`src/rtl/ft_recovery_unit_pkg.sv`:
```
// Shared types and defaults for the fault-tolerance recovery responder.
// The VERIFY state and retry limit are only used when FT_RECOVERY_VERIFY_EN is defined.
package ft_recovery_unit_pkg;

  localparam int NUM_REGS_DEF = 32;
  localparam int ADDR_W_DEF   = 5;
  localparam int DATA_W_DEF   = 32;
  localparam int RETRY_LIMIT  = 2;

  typedef enum logic [2:0] {
    IDLE,
    COPY,
    PC,
    DONE,
    VERIFY
  } state_t;

endpackage

```
`src/rtl/ft_recovery_unit_if.sv`:
```
// Bundle between the ft controller, the golden regfile read port and the target cores.
// FT_RECOVERY_VERIFY_EN adds the target readback data and the verify failure flag.
interface ft_recovery_unit_if
  import ft_recovery_unit_pkg::*;
#(
  parameter int ADDR_W = ADDR_W_DEF,
  parameter int DATA_W = DATA_W_DEF
) ();

  logic              recover_i;
  logic              recovering_i;
  logic [ADDR_W-1:0] rf_raddr_o;
  logic [DATA_W-1:0] rf_rdata_i;
  logic              rf_we_o;
  logic [ADDR_W-1:0] rf_waddr_o;
  logic [DATA_W-1:0] rf_wdata_o;
  logic [DATA_W-1:0] pc_ckpt_i;
  logic              pc_we_o;
  logic [DATA_W-1:0] pc_o;
  logic              busy_o;
  logic              recovery_done_o;
`ifdef FT_RECOVERY_VERIFY_EN
  logic [DATA_W-1:0] rf_vdata_i;
  logic              verify_fail_o;
`endif

  modport slave (
    input  recover_i, recovering_i, rf_rdata_i, pc_ckpt_i,
`ifdef FT_RECOVERY_VERIFY_EN
    input  rf_vdata_i,
    output verify_fail_o,
`endif
    output rf_raddr_o, rf_we_o, rf_waddr_o, rf_wdata_o, pc_we_o, pc_o,
    output busy_o, recovery_done_o
  );

  modport master (
    output recover_i, recovering_i, rf_rdata_i, pc_ckpt_i,
`ifdef FT_RECOVERY_VERIFY_EN
    output rf_vdata_i,
    input  verify_fail_o,
`endif
    input  rf_raddr_o, rf_we_o, rf_waddr_o, rf_wdata_o, pc_we_o, pc_o,
    input  busy_o, recovery_done_o
  );

endinterface

```
`src/rtl/ft_recovery_unit_verify.sv`:
```
// Readback comparator and retry counter, present only with FT_RECOVERY_VERIFY_EN.
// retry_o asks the FSM to re-run COPY; exhausting retries leaves verify_fail_o sticky.
`ifdef FT_RECOVERY_VERIFY_EN
module ft_recovery_unit_verify
  import ft_recovery_unit_pkg::*;
#(
  parameter int DATA_W = DATA_W_DEF
) (
  input  logic              clk_i,
  input  logic              rst_i,
  input  logic              clear_i,
  input  logic              cmp_en_i,
  input  logic              pass_end_i,
  input  logic [DATA_W-1:0] rdata_i,
  input  logic [DATA_W-1:0] vdata_i,
  output logic              retry_o,
  output logic              verify_fail_o
);

  localparam logic [1:0] LIMIT = 2'(RETRY_LIMIT);

  logic       mism_q, pulse_q, sticky_q;
  logic [1:0] tries_q;
  logic       mism_now, exhausted;

  assign mism_now  = mism_q | (cmp_en_i && (rdata_i != vdata_i));
  assign retry_o   = pass_end_i && mism_now && (tries_q < LIMIT);
  assign exhausted = pass_end_i && mism_now && (tries_q >= LIMIT);

  always_ff @(posedge clk_i) begin
    if (rst_i || clear_i) begin
      mism_q   <= 1'b0;
      pulse_q  <= 1'b0;
      sticky_q <= 1'b0;
      tries_q  <= '0;
    end else begin
      mism_q   <= pass_end_i ? 1'b0 : mism_now;
      pulse_q  <= retry_o;
      sticky_q <= sticky_q | exhausted;
      tries_q  <= tries_q + 2'(retry_o);
    end
  end

  assign verify_fail_o = pulse_q | sticky_q;

endmodule
`endif

```
`src/rtl/ft_recovery_unit.sv`:
```
// Recovery responder: copies golden regfile + checkpoint PC into the target cores.
// Optional readback verification with retries is enabled by FT_RECOVERY_VERIFY_EN.
module ft_recovery_unit
  import ft_recovery_unit_pkg::*;
#(
  parameter int NUM_REGS = NUM_REGS_DEF,
  parameter int ADDR_W   = ADDR_W_DEF,
  parameter int DATA_W   = DATA_W_DEF
) (
  input logic              clk_i,
  input logic              rst_i,
  ft_recovery_unit_if.slave bus
);

`ifdef FT_RECOVERY_VERIFY_EN
  localparam bit VERIFY_EN = 1'b1;
`else
  localparam bit VERIFY_EN = 1'b0;
`endif

  // One extra counter bit so the final index NUM_REGS == 2**ADDR_W is representable.
  localparam logic [ADDR_W:0] R_END = (ADDR_W + 1)'(NUM_REGS);

  state_t            state_q, state_d;
  logic [ADDR_W:0]   r_q, r_d;
  logic              pend_q, pend_d;
  logic [ADDR_W-1:0] wa_q;
  logic              we_q, pcwe_q, done_q;
  logic              copying, pass_end, start, retry, wr_d;

  assign copying  = (state_q == COPY) || (state_q == VERIFY);
  assign pass_end = copying && pend_q && (r_q == R_END);
  assign start    = (state_q == IDLE) && bus.recover_i;

`ifdef FT_RECOVERY_VERIFY_EN
  ft_recovery_unit_verify #(.DATA_W(DATA_W)) u_verify (
    .clk_i        (clk_i),
    .rst_i        (rst_i),
    .clear_i      (start),
    .cmp_en_i     ((state_q == VERIFY) && pend_q),
    .pass_end_i   ((state_q == VERIFY) && pass_end && bus.recovering_i),
    .rdata_i      (bus.rf_rdata_i),
    .vdata_i      (bus.rf_vdata_i),
    .retry_o      (retry),
    .verify_fail_o(bus.verify_fail_o)
  );
`else
  assign retry = 1'b0;
`endif

  always_comb begin
    // NOTE: every variable gets a default first so no path through the case infers a latch.
    state_d = state_q;
    r_d     = r_q;
    pend_d  = 1'b0;
    case (state_q)
      IDLE: begin
        if (start) begin
          state_d = COPY;
          r_d     = '0;
        end
      end
      COPY, VERIFY: begin
        if (!bus.recovering_i) begin
          state_d = IDLE;
        end else if (pass_end) begin
          r_d = '0;
          if (state_q == COPY) state_d = VERIFY_EN ? VERIFY : PC;
          else                 state_d = retry ? COPY : PC;
        end else begin
          r_d    = r_q + (ADDR_W + 1)'(1);
          pend_d = (r_q < R_END);
        end
      end
      PC:      state_d = bus.recovering_i ? DONE : IDLE;
      DONE:    if (!bus.recovering_i) state_d = IDLE;
      default: state_d = IDLE;
    endcase
  end

  assign wr_d = pend_d && (state_d == COPY);

  always_ff @(posedge clk_i) begin
    // NOTE: non-blocking assignments so every flop samples pre-edge values in parallel.
    if (rst_i) begin
      state_q <= IDLE;
      r_q     <= '0;
      pend_q  <= 1'b0;
      wa_q    <= '0;
      we_q    <= 1'b0;
      pcwe_q  <= 1'b0;
      done_q  <= 1'b0;
    end else begin
      state_q <= state_d;
      r_q     <= r_d;
      pend_q  <= pend_d;
      wa_q    <= wr_d ? r_q[ADDR_W-1:0] : '0;
      we_q    <= wr_d;
      pcwe_q  <= (state_d == PC);
      done_q  <= (state_d == DONE);
    end
  end

  assign bus.rf_raddr_o      = (copying && (r_q < R_END)) ? r_q[ADDR_W-1:0] : '0;
  assign bus.rf_we_o         = we_q;
  assign bus.rf_waddr_o      = wa_q;
  assign bus.rf_wdata_o      = we_q ? bus.rf_rdata_i : '0;
  assign bus.pc_we_o         = pcwe_q;
  assign bus.pc_o            = pcwe_q ? bus.pc_ckpt_i : '0;
  assign bus.busy_o          = (state_q != IDLE);
  assign bus.recovery_done_o = done_q;

endmodule
```
`src/flat_wrapper.sv`:
```
// flat-port wrapper written by rule: the top's interface ports become plain ports
module ft_recovery_unit_flat import ft_recovery_unit_pkg::*;
#(
  parameter int NUM_REGS = NUM_REGS_DEF,
  parameter int ADDR_W   = ADDR_W_DEF,
  parameter int DATA_W   = DATA_W_DEF
)
  (clk_i, rst_i, bus_recover_i, bus_recovering_i, bus_rf_rdata_i, bus_pc_ckpt_i, bus_rf_raddr_o, bus_rf_we_o, bus_rf_waddr_o, bus_rf_wdata_o, bus_pc_we_o, bus_pc_o, bus_busy_o, bus_recovery_done_o);
  ft_recovery_unit_if #(.ADDR_W(ADDR_W), .DATA_W(DATA_W)) bus_i ();
  input logic clk_i;
  input logic rst_i;
  input wire logic [$bits(bus_i.recover_i)-1:0] bus_recover_i;
  input wire logic [$bits(bus_i.recovering_i)-1:0] bus_recovering_i;
  input wire logic [$bits(bus_i.rf_rdata_i)-1:0] bus_rf_rdata_i;
  input wire logic [$bits(bus_i.pc_ckpt_i)-1:0] bus_pc_ckpt_i;
  output wire logic [$bits(bus_i.rf_raddr_o)-1:0] bus_rf_raddr_o;
  output wire logic [$bits(bus_i.rf_we_o)-1:0] bus_rf_we_o;
  output wire logic [$bits(bus_i.rf_waddr_o)-1:0] bus_rf_waddr_o;
  output wire logic [$bits(bus_i.rf_wdata_o)-1:0] bus_rf_wdata_o;
  output wire logic [$bits(bus_i.pc_we_o)-1:0] bus_pc_we_o;
  output wire logic [$bits(bus_i.pc_o)-1:0] bus_pc_o;
  output wire logic [$bits(bus_i.busy_o)-1:0] bus_busy_o;
  output wire logic [$bits(bus_i.recovery_done_o)-1:0] bus_recovery_done_o;
  assign bus_i.recover_i = bus_recover_i;
  assign bus_i.recovering_i = bus_recovering_i;
  assign bus_i.rf_rdata_i = bus_rf_rdata_i;
  assign bus_i.pc_ckpt_i = bus_pc_ckpt_i;
  assign bus_rf_raddr_o = bus_i.rf_raddr_o;
  assign bus_rf_we_o = bus_i.rf_we_o;
  assign bus_rf_waddr_o = bus_i.rf_waddr_o;
  assign bus_rf_wdata_o = bus_i.rf_wdata_o;
  assign bus_pc_we_o = bus_i.pc_we_o;
  assign bus_pc_o = bus_i.pc_o;
  assign bus_busy_o = bus_i.busy_o;
  assign bus_recovery_done_o = bus_i.recovery_done_o;
  ft_recovery_unit #(.NUM_REGS(NUM_REGS), .ADDR_W(ADDR_W), .DATA_W(DATA_W)) u_core (.clk_i(clk_i), .rst_i(rst_i), .bus(bus_i));
endmodule
```
`config.mk`:
```
export PLATFORM = sky130hd
export DESIGN_NAME = ft_recovery_unit_flat
export DESIGN_NICKNAME = d
export VERILOG_FILES = /design/src/rtl/ft_recovery_unit_pkg.sv /design/src/rtl/ft_recovery_unit_if.sv /design/src/rtl/ft_recovery_unit_verify.sv /design/src/rtl/ft_recovery_unit.sv /design/src/flat_wrapper.sv
export SDC_FILE = /design/constraint.sdc
export NUM_CORES = 1
export LEC_CHECK = 0
export BUFFER_PORTS_ARGS = -buffer_cell sky130_fd_sc_hd__buf_4
export CAP_MARGIN = 20
export CORE_MARGIN = 2
export CORE_UTILIZATION = 37
export CTS_BUF_LIST = sky130_fd_sc_hd__clkbuf_4 sky130_fd_sc_hd__clkbuf_8
export DETAILED_ROUTE_END_ITERATION = 12
export PLACE_DENSITY = 0.87
export SETUP_SLACK_MARGIN = 0.5
export SLEW_MARGIN = 40
export SYNTH_ARGS = -nofsm -noshare
export SYNTH_HDL_FRONTEND = slang
export SYNTH_SLANG_ARGS = --single-unit
```
`constraint.sdc`:
```
create_clock -name clk_i -period 3.4 [get_ports clk_i]
set_input_delay 0.68 -clock clk_i [delete_from_list [all_inputs] [get_ports clk_i]]
set_output_delay 0.68 -clock clk_i [all_outputs]
set_load 0.01 [all_outputs]
```
==> qor.yml, run 1 <==
num_rows: 21
grt_pass1_vias: 1155
critPathMaxFanout: 10
period_share_pct: 67.52
ant_nets: 0
hold_buffers: 0
start_util_pct: 37.87
grt_overflow: 0
cp-start-kind: "register"
wirelength_mm: 4.356
grt_max_degree: 34
drt_first_pass_iters: 4
hpwl_mm: 3.647
holdWs_ns: 0.5259
yosysWarnings: 0
met1_usage_pct: 22.07
p_leak_nw: 1.267
worst_r2r_endpoint: "u_core.r_q[2]$_SDFFE_PP0P_"
clkTransAtPathRegs_ns: 0.09
synth_xor_area_share_pct: 0.7042
tritoncts: "built"
setup-tns-final_ns: 0
worstHoldPathCells: 1
cts_root_buf: "clkbuf_4"
die_y_um: 61.98
critical_path_class: "reg2out"
drv_cap: 0
synth_compound_area_share_pct: 10.87
ys_ff_latch: 18
antenna_cells: 0
cp-startpoint: "u_core.state_q[2]$_SDFF_PP0_"
drive_gt1_share_pct: 53.22
grt-busiest-layer: "met2"
worstMarginPinSlew_ns: 0.7599
setup_viol_count_final: 0
synth_cells: 157
numCtsBuffers: 3
fill_cells: 266
cts_buffer_depth: 2
fin_crit_ns: 2.296
rr_worst_depth: 6
dieArea_um2: 3841
final_cell_mix: "145 x buf_4, 71 x and2_1, 18 x dfxtp_1"
cp-endpoint: "bus_rf_raddr_o[3]"
port_buffers: 145
synth_top_family_by_area: "simple AND/OR/NAND/NOR gates"
crit_chain: "xnor2_1 > or3_4 > nor2_1 > buf_4"
routedWlPerCell_um: 12.77
vias_per_cell: 4.340
status: "finished clean"
chipWidth_um: 61.98
syn_area_um2: 1244
fin_skew_ns: 0.005063
power_density_nw_per_um2: 177.5
antenna_found_initial: 0
yosysUniqueCellTypes: 33
clock_latency_ns: 0.29
vias: 1480
clkSinkCount: 18
hold_viol: 0
synthSimpleGateAreaFrac_pct: 49.90
yosys_most_used_dff: "dfxtp_1"
post_cts_buffers: 0
max-slew-margin-rel_pct: 49.27
htree_levels: 1
finalWeightedCongestion: 0.8406
grt_util_all_layers_pct: 19.17
grt_use_met3_pct: 6.418
grt_pass1_wl_mm: 5.457
drc: 0
r2r_slack_ns: 1.51
grtUsageMet2_pct: 33.63
synth_edf_count: 0
mostFrequentLayoutCell: "buf_4"
fmax_mhz: 435.6
area_growth_pct: 90.74
hp-class: "reg2reg"
slowest_stage: "dfxtp_1"
avgSynthCellArea_um2: 7.922
synth_fa_ha_area_share_pct: 2.012
rr_startpoint: "u_core.r_q[0]$_SDFFE_PP0P_"
core_area_um2: 3284
cts_resized: 0
synth-seq-area-share_pct: 28.97
fin_nets: 367
synthArstFlopShare_pct: 0
synthMuxAreaShare_pct: 1.811
drv_slew: 0
pin_count: 146
synth_nets: 227
peakVddDrop_uv: 179.1
drt_iter0_drc: 57
cp.required_ns: 2.72
power_mw: 0.4212
rsz0062_at_grt: "false"
regArea_um2: 360.3
cp-end-kind: "primary output"
cpPeakStageDelay_ns: 0.49
cp.arrival_ns: 1.62
multi_input_area_um2: 824.5
==> critical path: cells and delay by family (launching register included) <==
kind / cells / cell delay [ns]
buffers and inverters: 1 / 0.13
DFF: 1 / 0.49
and+or+nand+nor: 2 / 0.51
xor gates and xnor gates: 1 / 0.20
==> layout make-up <==
cell class / instances / share of cell area (%)
inverter: 5 / 0.7911
tap: 46 / 2.426
sequential: 18 / 15.19
timing repair buffer: 145 / 45.89
clock buffer: 3 / 0.9494
multi-input combinational: 124 / 34.76
==> worst min path at each step <==
stage	start	endpoint	slack, ns
CTS	u_core.r_q[0]$_SDFFE_PP0P_	u_core.bus.rf_waddr_o[0]$_SDFF_PP0_	0.53
detailed placement	u_core.r_q[0]$_SDFFE_PP0P_	u_core.bus.rf_waddr_o[0]$_SDFF_PP0_	0.52
finish	u_core.r_q[0]$_SDFFE_PP0P_	u_core.bus.rf_waddr_o[0]$_SDFF_PP0_	0.53
floorplan	u_core.r_q[1]$_SDFFE_PP0P_	u_core.bus.rf_waddr_o[1]$_SDFF_PP0_	0.49
global route	u_core.r_q[0]$_SDFFE_PP0P_	u_core.bus.rf_waddr_o[0]$_SDFF_PP0_	0.56
global placement	u_core.r_q[1]$_SDFFE_PP0P_	u_core.bus.rf_waddr_o[1]$_SDFF_PP0_	0.51
==> layer usage <==
layer | part of all wire (%) | wire [µm]
met5 | 0 | 0
met4 | 0.90 | 39
met3 | 11 | 471
met2 | 51 | 2222
met1 | 37 | 1622
==> power by group <==
part / internal, mW / switching (mW)
registers: 0.213 / 0.00478
clock network: 0.0412 / 0.0596
logic: 0.0713 / 0.0313
total: 0.326 / 0.0956
==> cell usage after synthesis, types with 3 or more instances <==
cell / count / area, µm²
and2_1: 71 / 444.2
dfxtp_1: 18 / 360.4
nor2_1: 10 / 37.54
clkbuf_1: 7 / 26.28
inv_1: 5 / 18.77
nand3_1: 4 / 20.02
a21o_1: 3 / 22.52
a21oi_1: 3 / 15.01
a22o_1: 3 / 26.28
nand2_1: 3 / 11.26
nand2b_1: 3 / 18.77
==> flip-flops by register name (all words and copies together), names as in the netlist <==
| name | count |
|---|---|
| u_core.bus.pc_we_o | 1 |
| u_core.bus.recovery_done_o | 1 |
| u_core.bus.rf_waddr_o | 5 |
| u_core.bus.rf_we_o | 1 |
| u_core.pend_q | 1 |
| u_core.r_q | 6 |
| u_core.state_q | 3 |
==> stage by stage <==
| step | cells | utilization, % | setup WS (ns) | cell area [µm²] |
|---|---|---|---|---|
| 6_report | 341 | 72.23 | 1.104 | 2372 |
| 5_1_grt | 341 | 72.23 | 0.9398 | 2372 |
| 4_1_cts | 341 | 72.23 | 1.084 | 2372 |
| 3_5_place_dp | 338 | 71.54 | 1.363 | 2350 |
| 3_3_place_gp | 338 | 71.16 | 1.130 | 2337 |
| 2_1_floorplan | 157 | - | 1.603 | 1244 |
==> logic make-up (layout without fill, tap and decap cells) <==
group,Yosys count,count (layout)
AO/OA/AOI/OAI,17,17
XOR/XNOR,1,1
adder cells (fa/ha/maj),2,2
buffers and inverters,15,153
flip-flops,18,18
multiplexers,2,2
AND/OR/NAND/NOR,102,102
(Power assumes the default switching activity.)
==> run 2: changes to the inputs <==
--- a/config.mk
+++ b/config.mk
@@ -8,10 +8,10 @@
 export BUFFER_PORTS_ARGS = -buffer_cell sky130_fd_sc_hd__buf_4
 export CAP_MARGIN = 20
 export CORE_MARGIN = 2
-export CORE_UTILIZATION = 37
+export CORE_UTILIZATION = 31
 export CTS_BUF_LIST = sky130_fd_sc_hd__clkbuf_4 sky130_fd_sc_hd__clkbuf_8
 export DETAILED_ROUTE_END_ITERATION = 12
-export PLACE_DENSITY = 0.87
+export PLACE_DENSITY = 0.78
 export SETUP_SLACK_MARGIN = 0.5
 export SLEW_MARGIN = 40
 export SYNTH_ARGS = -nofsm -noshare
==> constraint.sdc (replaced) <==
create_clock -name clk_i -period 1.8 [get_ports clk_i]
set_input_delay 0.36 -clock clk_i [delete_from_list [all_inputs] [get_ports clk_i]]
set_output_delay 0.36 -clock clk_i [all_outputs]
set_load 0.01 [all_outputs]
==> run 2 against run 1 <==
- hold slack lost 0.26 ns
- total power grew 140%
- clock skew grew 0.0027 ns
- non-clock buffer count grew 39
==> qor.yml, run 2 (synthesized netlist as in run 1, its figures left out) <==
antenna_cells: 0  # unchanged
hpwl_mm: 3.494  # was 3.647 mm
critical_path_class: "reg2out"  # unchanged
grt_pass1_vias: 1727  # was 1155
die_y_um: 67.34  # was 61.98 µm
vias: 1911  # was 1480
ant_nets: 0  # unchanged
regMostFlops: "u_core.r_q"  # unchanged
cp-end-kind: "primary output"  # unchanged
cpPeakStageDelay_ns: 0.40  # was 0.49 ns
clkTransAtPathRegs_ns: 0.07  # was 0.09 ns
multi_input_area_um2: 1117  # was 824.5 µm²
cts_buffer_depth: 2  # unchanged
worstMarginPinSlew_ns: 0.3456  # was 0.7599 ns
pin_count: 146  # unchanged
drc: 0  # unchanged
num_rows: 23  # was 21
crit_family: "simple AND/OR/NAND/NOR gates"  # unchanged
largest_register_ffs: 6  # unchanged
start_util_pct: 31.55  # was 37.87%
fin_nets: 406  # was 367
r2r_slack_ns: 0.08  # was 1.51 ns
htree_levels: 1  # unchanged
clock_latency_ns: 0.26  # was 0.29 ns
drv_slew: 0  # unchanged
drive_gt1_share_pct: 86.23  # was 53.22%
rr_startpoint: "u_core.state_q[2]$_SDFF_PP0_"  # was u_core.r_q[0]$_SDFFE_PP0P_
stdcell_area_um2: 3515  # was 2372 µm²
holdWs_ns: 0.2644  # was 0.5259 ns
chipWidth_um: 67.34  # was 61.98 µm
place_area_um2: 2454  # was 2350 µm²
clkSinkCount: 18  # unchanged
peakVddDrop_uv: 472.1  # was 179.1 µV
grt_overflow: 0  # unchanged
hold_end: "u_core.state_q[0]$_SDFF_PP0_"  # was u_core.bus.rf_waddr_o[0]$_SDFF_PP0_
drv_cap: 0  # unchanged
cts_root_buf: "clkbuf_8"  # was clkbuf_4
period_share_pct: 98.44
fin_skew_ns: 0.007762  # was 0.005063 ns
mostFrequentLayoutCell: "buf_4"  # unchanged
power_density_nw_per_um2: 291.6  # was 177.5 nW/µm²
wirelength_mm: 7.721  # was 4.356 mm
max-slew-margin-rel_pct: 76.63  # was 49.27%
grt_util_all_layers_pct: 26.61  # was 19.17%
rr_worst_depth: 6  # unchanged
finalWeightedCongestion: 0.7709  # was 0.8406
routedWlPerCell_um: 20.11  # was 12.77 µm
area_growth_pct: 182.6  # was 90.74%
min_from: "rst_i"  # was u_core.r_q[0]$_SDFFE_PP0P_
worst_r2r_endpoint: "u_core.bus.rf_waddr_o[3]$_SDFF_PP0_"  # was u_core.r_q[2]$_SDFFE_PP0P_
slowest_stage: "or3_4"  # was dfxtp_1
cp-start-kind: "register"  # unchanged
grt_max_degree: 11  # was 34
antenna_found_initial: 0  # unchanged
cp.required_ns: 1.44  # was 2.72 ns
tritoncts: "built"  # unchanged
grt_pass1_wl_mm: 8.907  # was 5.457 mm
crit_chain: "xnor2_4 > or3_4 > nor2_4 > buf_4"  # was xnor2_1 > or3_4 > nor2_1 > buf_4
rsz0062_at_grt: "true"  # was false
final_cell_mix: "95 x buf_4, 75 x buf_6, 66 x and2_4"  # was 145 x buf_4, 71 x and2_1, 18 x dfxtp_1
core_area_um2: 3943  # was 3284 µm²
port_buffers: 145  # unchanged
hp-class: "in2reg"  # was reg2reg
p_leak_nw: 1.718  # was 1.267 nW
drt_first_pass_iters: 4  # unchanged
status: "finished clean"  # unchanged
fin_crit_ns: 1.772
post-place-ws_ns: 0.1568  # was 1.363 ns
fill_cells: 173  # was 266
setup_viol_count_final: 0  # unchanged
numCtsBuffers: 3  # unchanged
critPathMaxFanout: 5  # was 10
dieArea_um2: 4535  # was 3841 µm²
worstHoldPathCells: 2  # was 1
cp.arrival_ns: 1.41  # was 1.62 ns
cp_num_buf_inv: 1  # unchanged
regArea_um2: 386.6  # was 360.3 µm²
vias_per_cell: 4.977  # was 4.340
hold_viol: 0  # unchanged
drt_iter0_drc: 92  # was 57
fmax_mhz: 564.3
setup_slack_ns: 0.02801  # was 1.104 ns
run 2: stage by stage:
step           setup TNS (ns)  total power [mW]  instances  util [%]
6_report                    0             1.025        384     89.15
5_1_grt             -0.004439             1.058        384     89.15
4_1_cts                     0            0.9806        375     81.78
3_5_place_dp                0            0.6287        347     62.23
3_3_place_gp                0            0.6240        347     62.23
2_1_floorplan               0            0.4898        157         -
run 2: how the worst max path moves through the flow:
stage	startpoint	endpoint	slack, ns	cells after the start
finish	u_core.state_q[2]$_SDFF_PP0_	bus_rf_raddr_o[1]	0.03	4
global route	u_core.state_q[2]$_SDFF_PP0_	bus_rf_raddr_o[1]	-0.004	4
CTS	u_core.state_q[2]$_SDFF_PP0_	bus_rf_raddr_o[1]	0.05	4
detailed placement	u_core.state_q[0]$_SDFF_PP0_	u_core.r_q[2]$_SDFFE_PP0P_	0.16	4
global placement	u_core.state_q[0]$_SDFF_PP0_	bus_rf_raddr_o[1]	0.19	4
floorplan	u_core.r_q[0]$_SDFFE_PP0P_	u_core.r_q[4]$_SDFFE_PP0P_	0.32	7
run 2: repair_timing:
item                                    in CTS  in global routing
resized for setup                          116                 64
endpoints found under the hold margin        0                  0
buffers inserted                            16                  9
gates cloned                                 9                  0
hold buffers                                 0                  0
endpoints found under the setup margin      88                 89
pin swaps                                    9                 13
run 2: per-layer routing:
layer / track usage [%] / routed length (µm) / up-vias
met2: 46.16 / 4204 / 93
li1: - / - / 866
met5: 0 / 0 / -
met1: 30.08 / 2753 / 923
met3: 6.333 / 486 / 29
met4: 14.03 / 276 / 0
run 2: layout make-up:
type | instances | area share (%)
inverter | 5 | 0.5340
clock buffer | 3 | 1.175
multi-input combinational | 124 | 31.79
sequential | 18 | 11.00
tap | 50 | 1.780
timing repair buffer | 184 | 53.72
run 2: report_power, final:
group | internal, mW | switching, mW
combinational | 0.214 | 0.118
sequential | 0.397 | 0.00712
clock | 0.149 | 0.138
total | 0.761 | 0.264
==> run 3: changes to the inputs <==
==> constraint.sdc (replaced) <==
create_clock -name clk_i -period 1.8 [get_ports clk_i]
set_input_delay 0.09 -clock clk_i [delete_from_list [all_inputs] [get_ports clk_i]]
set_output_delay 0.09 -clock clk_i [all_outputs]
set_load 0.01 [all_outputs]
==> run 3 against run 2 <==
- final cell count is 4.4% lower
- global-route usage is 8.7 points lower
- combinational power is 31% lower
- routed wire length is 38% lower
- first-iteration DRC count is 64% lower
- sequential power hardly changed
- flip-flop and latch count stayed put
- register-to-register slack better by 0.22 ns
- total power is 5.4% lower
==> qor.yml, run 3 (synthesized netlist as in run 1, its figures left out) <==
port_buffers: 145  # unchanged
clock_power_share_pct: 34.4  # was 28.1%
rsz0062_at_grt: "true"  # unchanged
area_growth_pct: 115.7  # was 182.6%
drv_cap: 0  # unchanged
worstHoldPathCells: 2  # unchanged
clkSinkCount: 18  # unchanged
worst_r2r_endpoint: "u_core.r_q[2]$_SDFFE_PP0P_"  # was u_core.bus.rf_waddr_o[3]$_SDFF_PP0_
grt_pass1_wl_mm: 6.279  # was 8.907 mm
fmax_mhz: 665.9  # was 564.3 MHz
critical_path_class: "reg2reg"  # was reg2out
vias: 1606  # was 1911
cts_buffer_depth: 2  # unchanged
htree_levels: 1  # unchanged
numCtsBuffers: 3  # unchanged
start_util_pct: 31.55  # unchanged
status: "finished clean"  # unchanged
antenna_cells: 0  # unchanged
routedWlPerCell_um: 12.95  # was 20.11 µm
cp-start-kind: "register"  # unchanged
p_int_mw: 0.7507  # was 0.7611 mW
grt_overflow: 0  # unchanged
mostFrequentLayoutCell: "buf_4"  # unchanged
cp.required_ns: 1.98  # was 1.44 ns
pin_count: 146  # unchanged
rr_worst_depth: 7  # was 6
num_rows: 23  # unchanged
clkTransAtPathRegs_ns: 0.07  # about the same
finalWeightedCongestion: 0.7541  # was 0.7709
wirelength_mm: 4.752  # was 7.721 mm
p_leak_nw: 1.420  # was 1.718 nW
die_y_um: 67.34  # unchanged
drc: 0  # unchanged
multi_input_area_um2: 905.9  # was 1117 µm²
holdWs_ns: 0.01145  # was 0.2644 ns
setup-tns-final_ns: 0  # unchanged
chipWidth_um: 67.34  # unchanged
rr_startpoint: "u_core.r_q[1]$_SDFFE_PP0P_"  # was u_core.state_q[2]$_SDFF_PP0_
hp-class: "in2reg"  # unchanged
cp.arrival_ns: 1.68  # was 1.41 ns
critPathMaxFanout: 7  # was 5
fin_skew_ns: 0.002729  # was 0.007762 ns
core_area_um2: 3943  # unchanged
max-slew-margin-rel_pct: 76.28  # was 76.63%
drt_first_pass_iters: 4  # unchanged
hold_viol: 0  # unchanged
hpwl_mm: 3.522  # was 3.494 mm
min_from: "rst_i"  # unchanged
fill_cells: 329  # was 173
p_switching_mw: 0.2183  # was 0.2637 mW
setup_viol_count_final: 0  # unchanged
period_share_pct: 83.43  # was 98.44%
hold_buffers: 0  # unchanged
power_density_nw_per_um2: 361.2  # was 291.6 nW/µm²
clock_latency_ns: 0.26  # about the same
drive_gt1_share_pct: 63.41  # was 86.23%
grt_util_all_layers_pct: 17.86  # was 26.61%
r2r_slack_ns: 0.30  # was 0.08 ns
drv_slew: 0  # unchanged
power_frac_comb_pct: 23.7  # was 32.5%
ant_nets: 0  # unchanged
fin_nets: 388  # was 406
regArea_um2: 379.1  # was 386.6 µm²
worstMarginPinSlew_ns: 0.3508  # was 0.3456 ns
fin_crit_ns: 1.502  # was 1.772 ns
peakVddDrop_uv: 356.5  # was 472.1 µV
grt_max_degree: 34  # was 11
largest_register_ffs: 6  # unchanged
hold_end: "u_core.state_q[0]$_SDFF_PP0_"  # unchanged
drt_iter0_drc: 33  # was 92
regMostFlops: "u_core.r_q"  # unchanged
swShare_pct: 22.53  # was 25.73%
vias_per_cell: 4.376  # was 4.977
final_cell_mix: "162 x buf_4, 71 x and2_1, 9 x dfxtp_1"  # was 95 x buf_4, 75 x buf_6, 66 x and2_4
tritoncts: "built"  # unchanged
dieArea_um2: 4535  # unchanged
antenna_found_initial: 0  # unchanged
grt_pass1_vias: 1356  # was 1727
seqPwrFrac_pct: 42.0  # was 39.5%
cp-end-kind: "register"  # was primary output
cts_root_buf: "clkbuf_8"  # unchanged
-- run 3: worst max-delay path by stage --
stage                                            start                         end  slack (ns)
after floorplan             u_core.r_q[0]$_SDFFE_PP0P_  u_core.r_q[4]$_SDFFE_PP0P_        0.32
after global placement    u_core.state_q[0]$_SDFF_PP0_  u_core.r_q[2]$_SDFFE_PP0P_        0.18
after detailed placement  u_core.state_q[0]$_SDFF_PP0_  u_core.r_q[2]$_SDFFE_PP0P_        0.13
after CTS                   u_core.r_q[3]$_SDFFE_PP0P_  u_core.r_q[4]$_SDFFE_PP0P_        0.29
after global routing        u_core.r_q[1]$_SDFFE_PP0P_  u_core.r_q[2]$_SDFFE_PP0P_        0.23
final                       u_core.r_q[1]$_SDFFE_PP0P_  u_core.r_q[2]$_SDFFE_PP0P_        0.30
-- run 3: metrics by stage --
| step | util (%) | power (mW) | cells | instance area [µm²] | setup slack (ns) |
|---|---|---|---|---|---|
| after floorplan | - | 0.4858 | 157 | 1304 | 0.3215 |
| after global placement | 61.79 | 0.6206 | 347 | 2436 | 0.1807 |
| after detailed placement | 61.79 | 0.6240 | 347 | 2436 | 0.1331 |
| after CTS | 65.82 | 0.9568 | 360 | 2595 | 0.2935 |
| after global routing | 68.04 | 1.015 | 367 | 2683 | 0.2335 |
| final | 68.04 | 0.9690 | 367 | 2683 | 0.2983 |
-- run 3: area by class of cell --
| type | instances | area share [%] |
|---|---|---|
| well taps | 50 | 2.332 |
| repair buffers | 166 | 47.01 |
| clock buffers | 4 | 2.052 |
| multi-input cells | 124 | 33.77 |
| inverters | 5 | 0.6996 |
| flip-flops and latches | 18 | 14.13 |
-- run 3: power groups by stage --
stage / Combinational [mW] / Clock [mW] / Sequential [mW]
after global placement: 0.202 / 0 / 0.419
after floorplan: 0.0708 / 0 / 0.415
after global routing: 0.246 / 0.362 / 0.407
after CTS: 0.217 / 0.333 / 0.406
after detailed placement: 0.205 / 0 / 0.419
final: 0.229 / 0.333 / 0.407
-- run 3: timing repair --
action | CTS | global route
setup buffers | 9 | 7
setup endpoints to repair | 24 | 23
hold endpoints to repair | 0 | 0
resized for setup | 12 | 13
pin swaps | 13 | 9
-- run 3: routing by layer --
metal / track usage (%) / up-vias / routed length [µm]
met5: 0 / - / 0
met1: 19.78 / 718 / 1689
li1: - / 817 / -
met3: 4.167 / 6 / 425
met4: 4.847 / 0 / 46
met2: 33.79 / 65 / 2590
-- run 3: worst max-delay path: stages, from the launching register on --
cell	delay [ns]
dfxtp_2	0.34
inv_2	0.04
ha_2	0.15
and2_4	0.15
a2111oi_4	0.32
buf_4	0.21
a21oi_1	0.08
a31oi_1	0.13
